$ cat src/rtl/i2c_driver_arbiter.sv
// i2c_driver_arbiter: round-robin sharing of one I2C transceiver among several client controllers,
// with an inactivity watchdog that forces a STOP and reclaims the bus from a stalled owner.
package i2c_pkg;
    typedef struct packed {
        logic       tx_en;
        logic       rx_en;
        logic       start_en;
        logic       restart_en;
        logic       stop_en;
        logic       rx_ack;
        logic [7:0] tx_data;
    } i2c_in_t;
    typedef struct packed {
        logic       busy;
        logic       rx_valid;
        logic       ack_error;
        logic       arb_lost;
        logic [7:0] rx_data;
    } i2c_out_t;
    localparam i2c_in_t I2C_IDLE = '{1'b0, 1'b0, 1'b0, 1'b0, 1'b0, 1'b1, 8'h00};
    localparam i2c_in_t I2C_STOP = '{1'b0, 1'b0, 1'b0, 1'b0, 1'b1, 1'b1, 8'h00};
endpackage

module i2c_driver_arbiter #(
    parameter int NUM_CLIENTS    = 4,
    parameter int TIMEOUT_CYCLES = 1000000
) (
    input  logic                                     clk,
    input  logic                                     rst_n,
    input  logic [NUM_CLIENTS-1:0]                   client_request,
    input  logic [NUM_CLIENTS-1:0]                   client_done,
    output logic [NUM_CLIENTS-1:0]                   client_ack,
    input  i2c_pkg::i2c_in_t [NUM_CLIENTS-1:0]       client_cin,
    output i2c_pkg::i2c_out_t                        client_cout,
    output i2c_pkg::i2c_in_t                         driver_cin,
    input  i2c_pkg::i2c_out_t                        driver_cout,
    output logic                                     owner_valid,
    output logic [$clog2(NUM_CLIENTS)-1:0]           owner_id,
    output logic                                     timeout,
    output logic [$clog2(NUM_CLIENTS)-1:0]           timeout_client
);
    import i2c_pkg::*;

    localparam int IW = $clog2(NUM_CLIENTS);
    localparam logic [1:0] S_IDLE = 2'd0, S_OWNED = 2'd1, S_ABORT = 2'd2, S_WAIT = 2'd3;
    localparam logic [NUM_CLIENTS-1:0] ONE = NUM_CLIENTS'(1);
    localparam logic [23:0] TO_LAST = 24'(TIMEOUT_CYCLES - 1);

    logic [1:0]             state;
    logic [NUM_CLIENTS-1:0] pending, req_all;
    logic [IW-1:0]          last_grant, winner;
    logic [23:0]            cnt;
    i2c_in_t                own_cin;
    logic                   own_active, own_done, expire;

    assign req_all     = pending | client_request;
    assign own_cin     = client_cin[owner_id];
    assign own_done    = client_done[owner_id];
    assign own_active  = own_cin.tx_en | own_cin.rx_en | own_cin.start_en | own_cin.restart_en | own_cin.stop_en;
    assign expire      = (TIMEOUT_CYCLES != 0) && (cnt == TO_LAST) && !own_active && !driver_cout.busy;
    assign client_cout = driver_cout;
    assign driver_cin  = state == S_OWNED ? own_cin : state == S_ABORT ? I2C_STOP : I2C_IDLE;

    // Iterating from the far end lets the nearest requester after last_grant overwrite the rest.
    always_comb begin
        logic [IW-1:0] idx;
        winner = '0;
        idx    = '0;
        for (int i = NUM_CLIENTS; i >= 1; i--) begin
            idx = IW'((int'(last_grant) + i) % NUM_CLIENTS);
            if (req_all[idx]) winner = idx;
        end
    end

    always_ff @(posedge clk or negedge rst_n) begin
        if (!rst_n) begin
            state          <= S_IDLE;
            pending        <= '0;
            client_ack     <= '0;
            owner_valid    <= 1'b0;
            owner_id       <= '0;
            timeout        <= 1'b0;
            timeout_client <= '0;
            cnt            <= '0;
            last_grant     <= IW'(NUM_CLIENTS - 1);
        end else begin
            client_ack <= '0;
            timeout    <= 1'b0;
            pending    <= req_all;
            case (state)
                S_IDLE: if (|req_all) begin
                    state       <= S_OWNED;
                    client_ack  <= ONE << winner;
                    pending     <= req_all & ~(ONE << winner);
                    owner_valid <= 1'b1;
                    owner_id    <= winner;
                    last_grant  <= winner;
                    cnt         <= '0;
                end
                S_OWNED: if (own_done) begin
                    state       <= S_IDLE;
                    owner_valid <= 1'b0;
                    owner_id    <= '0;
                end else if (expire) begin
                    state          <= S_ABORT;
                    timeout        <= 1'b1;
                    timeout_client <= owner_id;
                end else begin
                    cnt <= (own_active || driver_cout.busy) ? '0 : cnt + 24'd1;
                end
                S_ABORT: state <= S_WAIT;
                default: if (!driver_cout.busy) begin
                    state       <= S_IDLE;
                    owner_valid <= 1'b0;
                    owner_id    <= '0;
                end
            endcase
        end
    end
endmodule

$ cat config.mk
export PLATFORM = sky130hd
export DESIGN_NAME = i2c_driver_arbiter
export DESIGN_NICKNAME = d
export VERILOG_FILES = /design/src/rtl/i2c_driver_arbiter.sv
export SDC_FILE = /design/constraint.sdc
export NUM_CORES = 1
export LEC_CHECK = 0
export BUFFER_PORTS_ARGS = -buffer_cell sky130_fd_sc_hd__buf_4
export CAP_MARGIN = 5
export CORE_ASPECT_RATIO = 1.4
export CORE_MARGIN = 2
export CORE_UTILIZATION = 51
export DETAILED_ROUTE_END_ITERATION = 16
export PLACE_DENSITY = 0.92
export SYNTH_ARGS = -nofsm -noshare
export SYNTH_HDL_FRONTEND = slang
export SYNTH_SLANG_ARGS = --single-unit
$ cat constraint.sdc
create_clock -name clk -period 4.6 [get_ports clk]
set_input_delay 0.92 -clock clk [delete_from_list [all_inputs] [get_ports clk]]
set_output_delay 0.92 -clock clk [all_outputs]
set_load 0.01 [all_outputs]
[Yosys cells after proc, flatten, opt, wreduce, memory -nomap -nowiden]
Index checks and enable logic that the tools add are counted.
Word-level totals
  register bits after elaboration: 42
  bits of input ports: 78
  output and inout bits: 36
  word-level logic and storage cells: 94
Cells by class
  add/subtract/negate cells: 5
  $lt $le $gt $ge: 5
  equality and inequality tests: 10
  shift-type cells: 1
  mux-type cells: 42
  bitwise logic cells: 9
  reduce and logical (&&, ||, !) cells: 13
Operators by type and width (number)
  two-way mux 24 bit: 4
  case mux 24 bit (2 select lines): 1
  binary-select mux 14 bit (select 2 bit): 1
  two-way mux 14 bit: 2
  adder 24 x 1 -> 24 bit (second input constant): 1
  equality test 24 x 20 -> 1 bit (second input constant): 1
  two-way mux 2 bit: 10
  two-way mux 4 bit: 4
  less-than comparator 2 x 3 -> 1 bit (second input constant): 5
  case mux 2 bit (3 select lines): 2
  two-way mux 1 bit: 11
  binary-select mux 1 bit (select 2 bit): 5
  two-way mux 10 bit: 1
  inequality test 2 bit (second input constant): 4
  AND reduction 4 bit: 2
  AND reduction 3 bit: 2
  adder 2 x 1 -> 2 bit (second input constant): 2
  adder 2 bit (second input constant): 2
  AND 4 bit: 1
  inequality test 4 x 1 -> 1 bit (second input constant): 1
  NOT 4 bit: 1
  OR 1 bit: 4
  OR 4 bit: 1
  OR reduction 4 bit: 1
  13 further kinds: 16

[Longest topological paths before layout]
  word-level depth: 12
  gate-level depth with buffers: 8
  gate-level depth less buffers: 6

[Worst setup path after synthesis]
OpenSTA, ideal clock, no wires.
  path kind: input to register
  start: input client_cin[54] (netlist name)
  end: register timeout_client[0]
  library setup time: 0.125 ns
  arrival: 2.877 ns
  required time: 4.475 ns
  path slack: 1.598 ns
  stages: 5
  buffers on the path: 0
  cells stage by stage: mux4_2 or3_4 or3_4 or3_4 mux2_4
On the way
  word-level cells in the longest chain between the ends: 10
RTL lines
  from (decl): line 33  | input i2c_pkg::i2c_in_t [NUM_CLIENTS-1:0] client_cin,
  binary-select mux 14 bit (select 2 bit): line 57  | assign own_cin = client_cin[owner_id];
  two-way mux 14 bit (not written as such): line 57
  OR 1 bit (4 in a row): line 59  | assign own_active = own_cin.tx_en | own_cin.rx_en | own_cin.start_en | own_cin.restart_en | own_cin.stop_en;
  zero test 1 bit: line 60  | assign expire = (TIMEOUT_CYCLES != 0) && (cnt == TO_LAST) && !own_active && !driver_cout.busy;
  logical AND 1 bit (2 in a row): line 60
  AND reduction 3 bit (no source line)
  to (signal assigned): line 107  | timeout_client <= owner_id;
  to (decl): line 40  | output logic [$clog2(NUM_CLIENTS)-1:0] timeout_client
No other way between the ends. The select of a mux whose other input is x is not followed.
A chain may end at the register's enable or synchronous reset.

[Worst setup path after layout]
  start: register owner_id[0]
  end: register timeout_client[0]
On the way
  word-level cells in the longest chain between the ends: 10
  elaborated cells on any way between the ends: 13
  classes of those cells: 4 x mux; 5 x bitwise; 4 x reduce/logical
RTL lines
  from (decl): line 38  | output logic [$clog2(NUM_CLIENTS)-1:0] owner_id,
  from (signal assigned): line 96  | owner_id <= winner;
  binary-select mux 14 bit (select 2 bit): line 57
  two-way mux 14 bit (not written as such): line 57
  OR 1 bit (4 in a row): line 59
  zero test 1 bit: line 60
  logical AND 1 bit (2 in a row): line 60
  AND reduction 3 bit (no source line)
Parallel ways exist; a longest one is shown, timed or not. The select of a mux whose other input is x is not followed.

==> results.ini <==
[drt]
drtIter0Drc=191
dr.pass1.iters=5
wl_um=7100
routedWlPerCell_um=16.8
drc=0
vias=2603
routed_via_density=6.15
ant_nets=0

[clock_tree]
postCtsHoldBufs=0
clock_sinks=42
cts_setup_buffers=0
clk_latency_ps=290
clk_path_buf_depth=2
cts_tree=yes
cts_max_level=2
cts_made_buffers=5
cts_root_buffer=clkbuf_8
cts-resized-gates=0
path_clk_slew_ps=80

[sta]
fmax_mhz=320
rsz0062_at_grt=false
worst_slew_pin_slew_ps=924
final_max_slew_viol_count=0
setup_viol=0
tns_ps=0
worst_slack_ps=1470
period_share_pct=67.9
slew_headroom_pct=37.9
finClkSkew_ps=5.98
hold_violations=0
fin_crit_ps=3130

[cells_and_area]
final_core_util_pct=67.8
drive_above_1_share_pct=37.3
nets=435
layout.cells.non_filler=423
finish.instance_area_sq_um=3550
area_growth_pct=26.5
antenna_cells=0

[setup_path]
endpoint_kind=register
slowest_stage=dfrtp_1
slowest_delay_ps=590
path_buf_inv=1
cp_cell_sequence=buf_4 > mux4_2 > or3_4 > or3_4 > or3_4 > mux2_4
critical_path_class=register to register
cpMostUsedCell=or3_4
arrival_ps=3310
cp.required_ps=4780
critical_path.max_fanout=11
timing.critical_path.from_type=register
path_delay_family=simple AND/OR/NAND/NOR gates

[yosys]
synth_top_cell_by_area=dfrtp_1
synth-async-reset-ratio_pct=100
synth.yosys.seq_area_share_pct=37.6
syn_area_sq_um=2810
synth_area_leaders=dfrtp_1 (36%), mux4_2 (12%), nor2_1 (3.6%)
ys_types=58
synth_edf_count=0
synth_fp_nets=359
ys_ff_latch=42
syn_inst=280
ys.flop_type=dfrtp_1
synth_area_per_cell_sq_um=10.0
yosysWarnings=0
synth_top_cell_area_share_pct=35.7

[global_routing]
grt_usage_pct=25.2
grt_pass1_vias=2556
grt_max_degree=43
grt_pass1_wl_um=11700
antenna_found_initial=0
gr-total-overflow=0

[job]
cap_violations=0

[status]
status=completed

[place]
placed_area_sq_um=3440
gp_congestion=0.933
dp_hpwl_um=5670
dp_cells=415
dp_slack_ps=1410
port_buffers=91

[floorplanning]
die_h_um=91.8
dieArea_sq_um=6120
core_area_sq_um=5240
fp-row-count=31
die_w_um=66.7
io-pin-count=114
start_util_pct=53.6

[pwr]
vdd_ir_drop_max_v=0.000260
p_leak_uw=0.00154
powerDensity_nw_per_um2=442

[worst_hold_path]
min_path_type=register to register

## path summary, 6_finish.rpt
kind | slack, ps | depth (start not counted) | to | startpoint
worst max-delay path | 1470 | 6 | timeout_client[0] | owner_id[0]
worst min-delay path | 500 | 1 | owner_valid | owner_valid
worst max register to register | 1470 | 6 | timeout_client[0] | owner_id[0]
worst min register to register | 500 | 1 | owner_valid | owner_valid
max in group asynchronous | 3640 | 1 | last_grant[1] | rst_n
min in group asynchronous | 590 | 1 | pending[3] | rst_n
## stage by stage
stage               total power (uW)  hold WS [ps]
CTS                             1570           499
detailed placement              1290           485
finish                          1570           497
global placement                1270           483
global route                    1670           520
floorplan                       1010           465
## cell families after synthesis
kind of cell / count (synthesis) / share of synthesized area, %
muxes: 19 / 13.9
DFF: 42 / 37.6
and+or+nand+nor: 119 / 23.7
buffers and inverters: 31 / 6.07
xor gates and xnor gates: 8 / 2.50
adders and majority gates: 1 / 0.446
AOI/OAI and AO/OA: 60 / 15.8
## power by group
part	switching [uW]	internal, uW	leakage (uW)	total, uW
registers	79.3	430	0.000555	509
logic	380	397	0.000938	777
clock network	119	162	0.0000524	281
## synth_stat cells (2+ instances only)
| cell | instances |
|---|---|
| inv_1 | 7 |
| a32oi_1 | 2 |
| nor3_1 | 8 |
| xnor2_1 | 7 |
| or3_1 | 6 |
| o21bai_1 | 2 |
| a22o_1 | 7 |
| and3_1 | 5 |
| o21ai_0 | 8 |
| nand3_1 | 5 |
| nor4_1 | 3 |
| mux4_2 | 15 |
| a31o_2 | 2 |
| dfstp_2 | 2 |
| nor2_1 | 27 |
| or3_4 | 3 |
| a211oi_1 | 4 |
| o21a_1 | 3 |
| clkbuf_1 | 9 |
| nand4_1 | 8 |
| nand2b_1 | 2 |
| or4_1 | 6 |
| and2_1 | 4 |
| o2111ai_1 | 2 |
| or2_2 | 7 |
| nand2_1 | 15 |
| mux2_4 | 2 |
| a21o_1 | 3 |
| dfrtp_1 | 40 |
| buf_4 | 12 |
| a2111oi_0 | 3 |
| a221oi_1 | 2 |
| nor2b_1 | 13 |
| a211o_1 | 5 |
| a21oi_1 | 8 |
## routing by layer
layer / global-route usage, % / up-vias / share of wire (%) / wire (um)
met5: 0 / - / 0 / 0
met4: 11.1 / 0 / 3.0 / 211
met3: 3.44 / 18 / 7.7 / 547
met2: 44.4 / 146 / 53 / 3780
met1: 29.8 / 1242 / 36 / 2560
li1: - / 1197 / - / -
## layout make-up
class | count | area, sq um
clock buffers | 7 | 76.3
clock inverters | 1 | 30.0
fillers | 410 | 1690
inverters | 7 | 26.3
multi-input cells | 207 | 1580
flip-flops and latches | 42 | 1050
well taps | 66 | 82.6
repair buffers | 93 | 698
## cells in the final DEF (no fill, tap or decap), types with 6 or more instances in the layout
cell type  synthesis  layout
a21oi_1            8       8
a22o_1             7       7
buf_4             12      93
dfrtp_1           40      40
inv_1              7       7
mux4_2            15      15
nand2_1           15      15
nand4_1            8       8
nor2_1            27      27
nor2b_1           13      13
nor3_1             8       8
o21ai_0            8       8
or2_2              7       7
or3_1              6       6
or4_1              6       6
xnor2_1            7       7
## sequential cells by signal, indices dropped and copies added, names as in the netlist
name            flops
state               2
owner_id            2
client_ack          4
pending             4
cnt                24
last_grant          2
timeout_client      2
owner_valid         1
timeout             1
Note: power is estimated with default switching activity, not from simulation.
